File: src/rtl/uart_tx_sched.sv
// uart_tx_sched: shares one uart_tx among N_REQ byte requesters, round-robin, timing each frame plus gap in ck_en ticks.
// Define UART_TX_SCHED_PRIO_EN to give requester 0 priority over the rotating group 1..N_REQ-1.
module uart_tx_sched #(
  parameter int N_REQ         = 4,
  parameter int ID_W          = 2,
  parameter int TICKS_PER_BIT = 16,
  parameter int FRAME_BITS    = 10,
  parameter int GAP_BITS      = 1
) (
  input  logic               clk,
  input  logic               reset_n,
  input  logic               ck_en,
  input  logic [N_REQ-1:0]   req,
  input  logic [8*N_REQ-1:0] req_data,
  output logic [N_REQ-1:0]   ack,
  output logic               tx_en,
  output logic [7:0]         tx_data,
  output logic [ID_W-1:0]    grant_id,
  output logic               busy
);

  localparam logic [15:0] FRAME_TICKS = 16'(TICKS_PER_BIT * (FRAME_BITS + GAP_BITS));

  typedef enum logic {IDLE, HOLD} state_t;

  state_t          state_reg;
  logic [15:0]     cnt_reg;
  logic [ID_W-1:0] rr_ptr_reg;

  logic [N_REQ-1:0] rot_mask;
  logic [N_REQ-1:0] above_mask;
  logic [N_REQ-1:0] hi_req;
  logic [N_REQ-1:0] pool_req;
  logic [N_REQ-1:0] pick_onehot;
  logic [N_REQ-1:0] grant_onehot;
  logic [N_REQ-1:0] id_sel [ID_W];
  logic [N_REQ-1:0] byte_sel [8];
  logic [ID_W-1:0]  pick_id;
  logic [7:0]       pick_byte;

`ifdef UART_TX_SCHED_PRIO_EN
  logic last_zero_reg;
  assign rot_mask = {{(N_REQ-1){1'b1}}, 1'b0};
`else
  assign rot_mask = '1;
`endif

  // Requesters above rr_ptr come first; if none, wrap to the lowest set one.
  assign hi_req      = req & rot_mask & above_mask;
  assign pool_req    = (|hi_req) ? hi_req : (req & rot_mask);
  assign pick_onehot = pool_req & (~pool_req + N_REQ'(1));

`ifdef UART_TX_SCHED_PRIO_EN
  // Requester 0 yields exactly one turn after its own grant so the others are not starved.
  assign grant_onehot = (req[0] && !(last_zero_reg && (|pool_req))) ? N_REQ'(1) : pick_onehot;
`else
  assign grant_onehot = pick_onehot;
`endif

  for (genvar gi = 0; gi < N_REQ; gi++) begin : g_req
    assign above_mask[gi] = (ID_W'(gi) > rr_ptr_reg);
    for (genvar gb = 0; gb < 8; gb++) begin : g_byte
      assign byte_sel[gb][gi] = grant_onehot[gi] & req_data[8*gi+gb];
    end
    for (genvar gb = 0; gb < ID_W; gb++) begin : g_id
      if (((gi >> gb) & 1) == 1) begin : g_one
        assign id_sel[gb][gi] = grant_onehot[gi];
      end else begin : g_zero
        assign id_sel[gb][gi] = 1'b0;
      end
    end
  end

  for (genvar gi = 0; gi < 8; gi++) begin : g_byte_or
    assign pick_byte[gi] = |byte_sel[gi];
  end

  for (genvar gi = 0; gi < ID_W; gi++) begin : g_id_or
    assign pick_id[gi] = |id_sel[gi];
  end

  // Reset lands in HOLD so a frame uart_tx may still be shifting drains first.
  always_ff @(posedge clk or negedge reset_n) begin
    if (!reset_n) begin
      state_reg  <= HOLD;
      cnt_reg    <= '0;
      rr_ptr_reg <= ID_W'(N_REQ-1);
      ack        <= '0;
      tx_en      <= 1'b0;
      tx_data    <= 8'h00;
      grant_id   <= '0;
      busy       <= 1'b1;
`ifdef UART_TX_SCHED_PRIO_EN
      last_zero_reg <= 1'b0;
`endif
    end else begin
      ack   <= '0;
      tx_en <= 1'b0;
      case (state_reg)
        IDLE: begin
          if (|req) begin
            tx_en     <= 1'b1;
            ack       <= grant_onehot;
            tx_data   <= pick_byte;
            grant_id  <= pick_id;
            cnt_reg   <= '0;
            busy      <= 1'b1;
            state_reg <= HOLD;
`ifdef UART_TX_SCHED_PRIO_EN
            last_zero_reg <= grant_onehot[0];
            if (!grant_onehot[0]) rr_ptr_reg <= pick_id;
`else
            rr_ptr_reg <= pick_id;
`endif
          end
        end
        HOLD: begin
          if (ck_en) begin
            if (cnt_reg == FRAME_TICKS - 16'd1) begin
              cnt_reg   <= '0;
              busy      <= 1'b0;
              state_reg <= IDLE;
            end else begin
              cnt_reg <= cnt_reg + 16'd1;
            end
          end
        end
        default: state_reg <= IDLE;
      endcase
    end
  end

endmodule

File: config.mk
export PLATFORM = sky130hd
export DESIGN_NAME = uart_tx_sched
export DESIGN_NICKNAME = d
export VERILOG_FILES = /design/src/rtl/uart_tx_sched.sv
export SDC_FILE = /design/constraint.sdc
export NUM_CORES = 1
export LEC_CHECK = 0
export ABC_AREA = 1
export CORE_MARGIN = 4
export CORE_UTILIZATION = 50
export CTS_BUF_LIST = sky130_fd_sc_hd__clkbuf_8
export CTS_CLUSTER_DIAMETER = 200
export DETAILED_ROUTE_END_ITERATION = 16
export PLACE_DENSITY = 0.89
export SLEW_MARGIN = 20
export SYNTH_ARGS = -nofsm -noshare
export SYNTH_HDL_FRONTEND = slang
export SYNTH_SLANG_ARGS = --single-unit
File: constraint.sdc
create_clock -name clk -period 1.6 [get_ports clk]
set_input_delay 0.32 -clock clk [delete_from_list [all_inputs] [get_ports clk]]
set_output_delay 0.32 -clock clk [all_outputs]
set_load 0.01 [all_outputs]
==> flow_metrics.py <==
metrics = {
    "synthesis": {
        "synth_area_leader_cell": "dfrtp_1",
        "yosys_warnings": 0,
        "ys_seq_area_frac": 0.429,
        "netlist_instances": 281,
        "synth_fp_nets": 321,
        "synth_area_leaders": "dfrtp_1 38%, nand2_1 14%, inv_1 6.6%",
        "synth_cell_type_count": 29,
        "ys_async_sr_fraction": 1.00,
        "synth_area_per_cell_um2": 7.31,
        "synth_top_area_frac": 0.378,
        "ys.flop_type": "dfrtp_1",
        "synth_edf_count": 0,
        "synth-seq-cells": 35,
        "syn-cell-area_um2": 2050,
    },
    "drt": {
        "wl_mm": 5.72,
        "drtIter0Drc": 103,
        "wl_per_cell_um": 13.9,
        "vias_per_cell": 5.34,
        "drt_first_pass_iters": 5,
        "drtAntennaViolNets": 0,
        "drc": 0,
        "vias": 2201,
    },
    "finish": {
        "final_common_cell": "nand2_1",
        "final_cell_count_no_fill": 412,
        "final_cell_mix": "71 x nand2_1, 53 x clkdlybuf4s50_1, 32 x inv_1, 31 x nor2_1, 31 x dfrtp_1",
        "diodes": 0,
        "final_layout_size_suffix_gt1_frac": 0.207,
        "largest_register_ffs": 16,
        "fin_util": 0.761,
        "area_growth_pct": 48.3,
        "fin_nets": 401,
    },
    "place": {
        "place.gp.congestion": 0.858,
        "dp.cells": 396,
        "dp_hpwl_mm": 4.02,
        "io_buffers": 54,
        "post-place-ws_ns": -0.229,
    },
    "die": {
        "io_pins": 55,
        "die_w_um": 72.1,
        "core_um2": 4000,
        "initial_core_util": 0.513,
        "dieArea_um2": 5200,
        "std_cell_rows": 23,
        "dieHeight_um": 72.1,
    },
    "power": {
        "peakVddDrop_mv": 0.326,
        "clkPwrFrac": 0.280,
        "pwr-share-comb": 0.263,
        "p_leak_nw": 1.46,
        "p_switching_mw": 0.719,
        "p_sw_frac": 0.313,
        "p_seq_frac": 0.458,
        "intPower_mw": 1.58,
        "p_per_area_nw_per_um2": 754,
    },
    "clocking": {
        "root_buffer": "clkbuf_8",
        "cts_buffers": 5,
        "clock_latency_ns": 0.29,
        "cts_tree": "done",
        "cts_max_level": 2,
        "clkSinkCount": 35,
        "clk_pin_slew_ns": 0.08,
        "ctsLongestPathBuffers": 2,
        "holdBufCountCts": 0,
    },
    "worst_setup_path": {
        "worst_ep_arrival_time_ns": 1.82,
        "crit_fanout": 7,
        "worstPathRequired_ns": 1.78,
        "cp-start-kind": "register",
        "endpoint_kind": "register",
        "worst-setup-path-type": "register to register",
    },
    "flow_run": {
        "maxCapViolations": 0,
    },
    "sta": {
        "skew_ns": 0.00409,
        "fin_crit_ns": 1.64,
        "whs_ns": 0.405,
        "worst_pin_slew_ns": 0.275,
        "finalHoldViolations": 0,
        "finalSetupViolCount": 2,
        "max_freq_mhz": 609,
        "grt_setup_unrepaired": "yes",
        "drv_slew": 0,
        "finalWorstSetupSlack_ns": -0.0422,
        "timing.final.crit_share": 1.03,
        "relSlewSlack": 0.815,
    },
    "worst_hold_path": {
        "hold_path_class": "input pin to async pin",
    },
    "run_status": {
        "outcome": "complete, but fails checks",
        "violations": "negative setup slack",
    },
    "global_route": {
        "antenna_found_initial": 0,
        "grtUsageMet2": 0.407,
        "grt_max_degree": 36,
        "grt_pass1_wl_mm": 8.89,
        "grt_pass1_vias": 2124,
        "grt_overflow_total": 0,
        "grt_busiest_layer": "met2",
        "track_usage": 0.213,
        "grtUsageMet3": 0.0416,
        "use_met1": 0.234,
    },
}
stage by stage:
step	power (mW)	TNS [ns]	area, µm²
floorplan	1.32	0	2050
global placement	1.55	-2.81	2770
detailed placement	1.58	-4.37	2770
CTS	2.21	0	2860
global route	2.41	-1.17	3040
finish	2.29	-0.0638	3040
path summary, 6_finish.rpt:
check	startpoint	endpoint	slack, ns	cells past startpoint
setup reg to reg	rr_ptr_reg[1]$_DFFE_PN1P_	tx_data[5]$_DFFE_PN0P_	-0.04	10
hold / removal	reset_n	cnt_reg[7]$_DFFE_PN0P_	0.41	2
max in group asynchronous	reset_n	busy$_DFFE_PN1P_	0.95	2
hold reg to reg	busy$_DFFE_PN1P_	busy$_DFFE_PN1P_	0.49	2
setup / recovery	rr_ptr_reg[1]$_DFFE_PN1P_	tx_data[5]$_DFFE_PN0P_	-0.04	10
min in group clk	busy$_DFFE_PN1P_	busy$_DFFE_PN1P_	0.49	2
worst max-delay path, cell delays in order (launching register included):
cell and delay [ns]:
dfstp_2 0.57, nand2_2 0.06, nand2_2 0.09, nand4_4 0.20, buf_12 0.20, nand3_1 0.07
nand2_1 0.05, inv_1 0.05, nand2_1 0.05, nor2_1 0.11, nor2_1 0.07
timing repair:
| action | 4_1_cts | 5_1_grt |
|---|---|---|
| setup buffers | 0 | 4 |
| cloned | 0 | 4 |
| gates resized for setup | 2 | 31 |
| setup endpoints to repair | 2 | 17 |
| pin swaps | 0 | 19 |
per-layer routing:
layer / share of wire / wire [µm] / vias up
li1: - / - / 1073
met1: 0.36 / 2060 / 1014
met2: 0.54 / 3090 / 96
met3: 0.075 / 432 / 18
met4: 0.026 / 148 / 0
met5: 0 / 0 / -
synthesized netlist by cell type (4+ instances only):
| cell type | n |
|---|---|
| dfrtp_1 | 31 |
| o21ai_0 | 11 |
| nand2_2 | 4 |
| inv_2 | 4 |
| o22ai_1 | 7 |
| dfstp_2 | 4 |
| inv_1 | 36 |
| nor3_1 | 4 |
| nand2_1 | 79 |
| nor2_1 | 32 |
| nand3_1 | 25 |
| nand4_1 | 20 |
power by group through the flow:
stage	Combinational, mW	Sequential (mW)	Clock (mW)
global route	0.669	1.06	0.682
CTS	0.522	1.04	0.647
detailed placement	0.519	1.06	0
global placement	0.497	1.05	0
floorplan	0.271	1.05	0
finish	0.603	1.05	0.641
layout make-up:
type / count / area, µm²
repair inverters: 1 / 5.00
multi-input cells: 198 / 1040
flip-flops and latches: 35 / 881
clock inverters: 3 / 20.0
fillers: 274 / 956
clock buffers: 5 / 68.8
well taps: 50 / 62.6
repair buffers: 78 / 800
inverters: 42 / 166
logic make-up after synthesis:
family	after synthesis	synth area share
buf+inv	48	0.102
flops	35	0.429
xor+xnor	4	0.0171
compound gates	22	0.0634
simple gates	171	0.383
fa+ha+maj	1	0.00609
Note: power is estimated with default switching activity, not from simulation.
